===== src/rtl/matvec_ctrl.sv =====
// Flow controller for a LAT-deep matvec_mul pipeline: tracks valid/last bits, stalls via cen,
// and freezes an empty pipeline on request so the weights can be rewritten safely.
module matvec_ctrl #(
  parameter int C     = 8,
  parameter int W_CNT = 16
) (
  input  logic             clk,
  input  logic             rst,
  input  logic             s_valid,
  output logic             s_ready,
  input  logic             s_last,
  output logic             m_valid,
  input  logic             m_ready,
  output logic             m_last,
  output logic             cen,
  input  logic             upd_req,
  output logic             upd_gnt,
  output logic             busy,
  output logic [W_CNT-1:0] frame_cnt
);

  localparam int LAT = $clog2(C) + 1;

  typedef enum logic [1:0] {IDLE, RUN, DRAIN, UPD} state_t;

  state_t           state_q, state_d;
  logic [LAT-1:0]   vld_q, vld_d;
  logic [LAT-1:0]   lst_q, lst_d;
  logic [W_CNT-1:0] frame_cnt_q, frame_cnt_d;
  logic             accept;

  always_ff @(posedge clk) begin
    if (rst) begin
      state_q     <= IDLE;
      vld_q       <= '0;
      lst_q       <= '0;
      frame_cnt_q <= '0;
    end else begin
      state_q     <= state_d;
      vld_q       <= vld_d;
      lst_q       <= lst_d;
      frame_cnt_q <= frame_cnt_d;
    end
  end

  // Output process: every handshake/control output is forced low while reset is held.
  always_comb begin
    cen     = 1'b0;
    s_ready = 1'b0;
    m_valid = 1'b0;
    m_last  = 1'b0;
    upd_gnt = 1'b0;
    busy    = 1'b0;
    if (!rst) begin
      cen     = (state_q != UPD) && !(vld_q[LAT-1] && !m_ready);
      s_ready = cen && (state_q == IDLE || state_q == RUN) && !upd_req;
      m_valid = vld_q[LAT-1];
      m_last  = vld_q[LAT-1] && lst_q[LAT-1];
      upd_gnt = (state_q == UPD);
      busy    = (state_q != IDLE);
    end
  end

  assign accept    = s_valid && s_ready;
  assign frame_cnt = frame_cnt_q;

  always_comb begin
    vld_d       = vld_q;
    lst_d       = lst_q;
    frame_cnt_d = frame_cnt_q;
    if (cen) begin
      vld_d = {vld_q[LAT-2:0], accept};
      lst_d = {lst_q[LAT-2:0], accept && s_last};
    end
    if (m_valid && m_ready && m_last) begin
      frame_cnt_d = frame_cnt_q + 1'b1;
    end
  end

  // Next-state process; RUN looks at the post-shift valid bits so a lone vector exits promptly.
  always_comb begin
    state_d = state_q;
    case (state_q)
      IDLE: begin
        if (upd_req)     state_d = UPD;
        else if (accept) state_d = RUN;
      end
      RUN: begin
        if (upd_req)                        state_d = DRAIN;
        else if (vld_d == '0 && !accept)    state_d = IDLE;
      end
      DRAIN: begin
        if (vld_q == '0) state_d = UPD;
      end
      UPD: begin
        if (!upd_req) state_d = IDLE;
      end
      default: state_d = IDLE;
    endcase
  end

endmodule


===== config.mk =====
export PLATFORM = sky130hd
export DESIGN_NAME = matvec_ctrl
export DESIGN_NICKNAME = d
export VERILOG_FILES = /design/src/rtl/matvec_ctrl.sv
export SDC_FILE = /design/constraint.sdc
export NUM_CORES = 1
export LEC_CHECK = 0
export ABC_CLOCK_PERIOD_IN_PS = 1570
export BUFFER_PORTS_ARGS = -buffer_cell sky130_fd_sc_hd__buf_4
export CORE_MARGIN = 2
export CORE_UTILIZATION = 38
export CTS_CLUSTER_DIAMETER = 40
export DETAILED_ROUTE_END_ITERATION = 8
export GPL_TIMING_DRIVEN = 1
export HOLD_SLACK_MARGIN = 0.05
export PLACE_DENSITY = 0.58
export SETUP_SLACK_MARGIN = 0.1
export SYNTH_ARGS = -nofsm -noshare
export SYNTH_HDL_FRONTEND = slang
export SYNTH_SLANG_ARGS = --single-unit

===== constraint.sdc =====
create_clock -name clk -period 1.57 [get_ports clk]
set_input_delay 0.157 -clock clk [delete_from_list [all_inputs] [get_ports clk]]
set_output_delay 0.157 -clock clk [all_outputs]
set_load 0.01 [all_outputs]

==> reports/results.txt, run 1 <==
Status -> finished clean
Worst slew margin -> 0.770
Post-Syn Instances -> 142
Unrepaired setup endpoints after global routing -> true
Crit path max fanout -> 5
Worst path slowest cell -> or4_4
Vias per cell -> 5.07
Chip height -> 60.0 um
Layout Skew -> 0.00378 ns
Vias in the first global route -> 1,141
Gpl congestion -> 0.756
I/O Buffers -> 27
Global Route Usage Sum -> 0.182
Antenna cells -> 0
Antenna violations before repair -> 0
Longest Clk Path Bufs -> 2
Peak VDD IR -> 0.318 mV
Initial Util -> 0.394
Leak -> 0.000779 uW
Core ar. -> 3030 um^2
Syn_nets -> 149
Most Crowded Layer GR -> met2
GR Overflow Total -> 0
Io pins -> 28
Largest net degree at the start of global routing -> 20
Syn Std Cell Area -> 1190 um^2
CTS tree -> yes
CP Launch Type -> register
DRT Wirelength -> 3110 um
Die X -> 60.0 um
Slowest stage delay, CP -> 0.48 ns
Non-Filler Instances -> 244
HPWL after DPL -> 1950 um
Critical path's top delay family -> simple AND/OR/NAND/NOR gates
Post-Route Utilization -> 0.604
H-tree level count -> 1
Crit. End Element -> register
Area contributors post-synth -> dfxtp_1 (44%), nand2_1 (6.6%), a21oi_1 (5.9%)
Top-count cell post-synth -> dfxtp_1
M3 GR Usage -> 0.0281
Worst-margin pin slew -> 0.342 ns
Crit share post-route -> 0.994
Max Transition Viols Final -> 0
Top FF cell, synth -> dfxtp_1
Clk sinks -> 26
Root Buffer -> clkbuf_4
Fraction of layout cells with a size suffix above 1 -> 0.475
Final Hold Violating Endpoints -> 0
TritonCTS Buffers -> 3
Synth top area share -> 0.437
Hold depth -> 3
Synth cell types -> 33
Setup violators final -> 0
Seq/Total Area, Yosys -> 0.437
Worst Reg2Reg Path Length in Cells -> 5
Crit. path cell count -> 5
Worst min path class -> in -> reg
Final net count -> 208
Crit Path Class -> reg -> reg
Dominant cell type by area after synthesis -> dfxtp_1
Area Growth Syn to Fin -> 53.4%
Ys Warns -> 0
Required time of the critical path -> 1.86 ns
#FFs+latches synth -> 26
Clock-pin slew on the worst setup and hold paths -> 0.15 ns
DR iter-0 viols -> 73
Crit path time final -> 1.56 ns
Cell Chain, Critical Path -> and4_4 -> nand4_1 -> buf_6 -> or4_4 -> a21oi_2
Worst slack at placement -> 0.00942 ns
Synth cell count leaders -> dfxtp_1 (26), nand2_1 (21), nor2_1 (15)
First-pass GRT wire length -> 4990 um
Max cap viols -> 0
Met1 Use GR -> 0.230
Final setup margin -> 0.00972 ns
Post-synth ARST share -> 0
# DRC -> 0
Clock Latency Late Sink -> 0.34 ns
Antenna Nets Post-Route -> 0
Max Clk Rate -> 641 MHz
GR Layer Usage met2 -> 0.311
Placed Cells -> 221
CP arrival -> 1.85 ns
Die ar. -> 3600 um^2
Avg Synthesized Cell Area -> 8.40 um^2
Pwr per Cell Area -> 625 nW/um^2
Via count -> 1,238
Post-CTS Hold Fix Bufs -> 0
Power Total -> 1140 uW
Num rows -> 20
Wire length per cell -> 12.8 um
Post-synth EDFFs -> 0
Drt pass-1 iters -> 5
Buf+Inv Stages, Crit Path -> 1
[registers in the layout, indices dropped and copies added, names as in the netlist]
name,flops
frame_cnt,16
lst_q,4
state_q,2
vld_q,4
[metal layers]
layer,vias up,part of all wire
met3,4,0.038
li1,619,-
met4,0,0.011
met1,580,0.45
met2,35,0.50
met5,-,0
[cells in the final DEF (no fill, tap or decap), types with 2 or more instances in the layout]
cell	instances
buf_4	51
nand2_1	19
nor2_1	15
dfxtp_1	15
a21oi_1	8
dfxtp_2	8
buf_6	8
nand3_1	6
xor2_1	6
o31ai_1	5
a21oi_2	5
nand3b_1	4
nand4_1	4
or4_4	3
or3_4	3
clkbuf_4	3
dfxtp_4	3
nand2_2	2
and3_1	2
inv_1	2
or4_1	2
o21ai_0	2
xnor2_1	2
[layout make-up]
type                       instances  area, um^2
clock buffer                       4        36.3
fill                             277        1200
inverter                           3        13.8
multi-input combinational        107         704
sequential                        26         542
tap                               44        55.1
timing repair buffer              60         478
[power breakdown]
group | switching [uW] | internal, uW | total, uW
Combinational | 56.1 | 46.0 | 102
Sequential | 12.7 | 663 | 676
Clock | 223 | 142 | 365
[final timing paths]
check        slack [ns]       endpoint          from
max                0.01  frame_cnt[12]  frame_cnt[6]
min                0.05     state_q[1]       upd_req
max reg2reg        0.01  frame_cnt[12]  frame_cnt[6]
min reg2reg        0.45       lst_q[3]      lst_q[2]
[per-stage QoR]
| step | hold WS, ns | TNS, ns | cell area [um^2] |
|---|---|---|---|
| 2_1_floorplan | 0.274 | 0 | 1220 |
| 3_3_place_gp | 0.403 | 0 | 1540 |
| 3_5_place_dp | 0.406 | 0 | 1540 |
| 4_1_cts | 0.0596 | 0 | 1740 |
| 5_1_grt | 0.0922 | -0.0963 | 1830 |
| 6_report | 0.0545 | 0 | 1830 |
[worst reg2reg max path, cell delays in order (launching register included)]
cell,delay [ns]
dfxtp_2,0.36
and4_4,0.23
nand4_1,0.12
buf_6,0.16
or4_4,0.48
a21oi_2,0.16
[repair_timing]
item                                    in CTS  in global routing
gates resized for setup                     12                 20
pin swaps                                   13                 10
cloned                                       1                  0
endpoints found under the setup margin       9                 13
buffers inserted                            16                  2
[logic make-up after synthesis]
kind of cell | count (synthesis) | share of synthesized area
compound gates | 26 | 0.134
xor+xnor | 8 | 0.0588
fa+ha+maj | 1 | 0.0105
buf+inv | 9 | 0.0346
flops | 26 | 0.437
mux | 1 | 0.00839
simple gates | 71 | 0.317
Note: power is estimated with default switching activity, not from simulation.
==> inputs of run 2 (changes only) <==
CORE_MARGIN = not set   (was 2)
==> run 2 against run 1 <==
  * Wire length fell by 3.9%
  * The flow now finishes with violations (design-rule violations)
  * Worst hold slack better by 0.026 ns
  * Largest power group unchanged
  * Critical path depth unchanged
==> reports/results.txt, run 2 (same netlist as run 1, synthesis figures left out) <==
CP arrival -> 1.81 ns (was 1.85 ns)
Commonest cells after routing, fill and taps aside -> buf_4 (49), nand2_1 (20), nor2_1 (15), dfxtp_1 (15), a21oi_1 (10) (was buf_4 (51), nand2_1 (19), nor2_1 (15), dfxtp_1 (15))
Worst slew margin -> 0.785 (was 0.770)
Metal1 wirelength -> 1350 um (was 1410 um)
Peak VDD IR -> 0.376 mV (was 0.318 mV)
GR Overflow Total -> 0 (unchanged)
Leak -> 0.000766 uW (was 0.000779 uW)
Final net count -> 206 (was 208)
Crit path time final -> 1.54 ns (was 1.56 ns)
Setup violators final -> 0 (unchanged)
Fraction of layout cells with a size suffix above 1 -> 0.465 (was 0.475)
Max Clk Rate -> 648 MHz (was 641 MHz)
Io pins -> 28 (unchanged)
Failing checks -> design-rule violations
Largest net degree at the start of global routing -> 32 (was 20)
Die X -> 58.0 um (was 60.0 um)
Commonest non-fill, non-tap cell in the layout -> buf_4 (unchanged)
Crit share post-route -> 0.983 (was 0.994)
Via count -> 1,205 (was 1,238)
Unrepaired setup endpoints after global routing -> true (unchanged)
Internal power -> 850 uW (was 852 uW)
Gpl congestion -> 0.779 (was 0.756)
Antenna Nets Post-Route -> 0 (unchanged)
Clock-pin slew on the worst setup and hold paths -> 0.14 ns (was 0.15 ns)
Core ar. -> 2850 um^2 (was 3030 um^2)
Worst min path class -> in -> reg (unchanged)
Clock Latency Late Sink -> 0.32 ns (was 0.34 ns)
Setup_tns -> 0 ns (unchanged)
Area Growth Syn to Fin -> 50.7% (was 53.4%)
Highest metal used -> met4 (unchanged)
Chip height -> 58.0 um (was 60.0 um)
CP Launch Type -> register (unchanged)
Post-Route Utilization -> 0.630 (was 0.604)
Share of power burned in registers -> 0.604 (was 0.591)
Worst-margin pin slew -> 0.323 ns (was 0.342 ns)
Max cap viols -> 0 (unchanged)
DRT Wirelength -> 2990 um (was 3110 um)
Pwr per Cell Area -> 621 nW/um^2 (was 625 nW/um^2)
Vias in the first global route -> 1,153 (was 1,141)
Met2 Wirelength -> 1520 um (was 1550 um)
Clk sinks -> 26 (unchanged)
# DRC -> 3 (was 0)
Antenna violations before repair -> 0 (unchanged)
Final Hold Violating Endpoints -> 0 (unchanged)
Clock share of power -> 0.307 (was 0.320)
Drt pass-1 iters -> 6 (was 5)
CTS tree -> yes (unchanged)
Placed Cells -> 208 (was 221)
Layout Skew -> 0.00527 ns (was 0.00378 ns)
TritonCTS Buffers -> 3 (unchanged)
Crit path max fanout -> 6 (was 5)
Initial Util -> 0.418 (was 0.394)
Vias per cell -> 5.26 (was 5.07)
Wire length on met3 -> 90 um (was 119 um)
Wire length per cell -> 13.1 um (was 12.8 um)
Non-Filler Instances -> 229 (was 244)
Die ar. -> 3370 um^2 (was 3600 um^2)
Crit. End Element -> register (unchanged)
Longest Clk Path Bufs -> 2 (unchanged)
Max Transition Viols Final -> 0 (unchanged)
Net Sw Power -> 266 uW (was 292 uW)
I/O Buffers -> 27 (unchanged)
Largest register FFs -> 16 (unchanged)
H-tree level count -> 1 (unchanged)
DR iter-0 viols -> 58 (was 73)
Comb power frac -> 0.089 (about the same)
Crit Path Class -> reg -> reg (unchanged)
HPWL after DPL -> 1920 um (was 1950 um)
First-pass GRT wire length -> 5150 um (was 4990 um)
Status -> finished, violations left (was finished clean)
Hold slack -> 0.0805 ns (was 0.0545 ns)
Num rows -> 19 (was 20)
Fillers -> 256 (was 277)
Global Route Usage Sum -> 0.199 (was 0.182)
Antenna cells -> 0 (unchanged)
Required time of the critical path -> 1.83 ns (was 1.86 ns)
Root Buffer -> clkbuf_4 (unchanged)
Sw frac -> 0.238 (was 0.255)
run 2: final timing paths:
path	start	endpoint	slack, ns	cells past startpoint
max	frame_cnt[6]	frame_cnt[14]	0.03	5
min	upd_req	state_q[1]	0.08	3
max reg2reg	frame_cnt[6]	frame_cnt[14]	0.03	5
min reg2reg	lst_q[0]	lst_q[1]	0.45	2
run 2: power groups by stage:
stage                     clock network (uW)  registers, uW  logic [uW]
final                                    343            674        99.7
after floorplan                            0            682        50.2
after global routing                     381            676         110
after detailed placement                   0            687        85.2
after CTS                                351            674        95.2
after global placement                     0            686        84.0
run 2: what timing repair did:
action,CTS,global route
gates cloned,1,0
setup buffers,14,3
resized for setup,13,19
endpoints found under the setup margin,9,12
hold buffers,0,0
pin swaps,10,6
run 2: critical path, cell delays in order (launching register included):
cell and delay (ns):
dfxtp_2 0.36, and4_4 0.24, nand4_1 0.12, buf_6 0.17, or4_4 0.48, a21oi_2 0.13
run 2: through the flow:
step / instance area (um^2) / worst slack, ns / power, uW
global placement: 1530 / 0.0228 / 770
detailed placement: 1530 / -0.0259 / 772
finish: 1800 / 0.0268 / 1120
CTS: 1710 / 0.0659 / 1120
floorplan: 1220 / 0.0272 / 732
global route: 1800 / -0.0710 / 1170
run 2: per-layer routing:
| metal | GRT usage | vias to the layer above |
|---|---|---|
| li1 | - | 614 |
| met1 | 0.256 | 562 |
| met2 | 0.330 | 25 |
| met3 | 0.0268 | 4 |
| met4 | 0.0918 | 0 |
| met5 | 0 | - |
run 2: final cells by class:
| class | count | area [um^2] | area share |
|---|---|---|---|
| multi-input combinational | 107 | 697 | 0.388 |
| inverter | 3 | 13.8 | 0.00766 |
| sequential | 26 | 542 | 0.302 |
| tap | 31 | 38.8 | 0.0216 |
| timing repair buffer | 58 | 469 | 0.261 |
| clock buffer | 4 | 36.3 | 0.0202 |
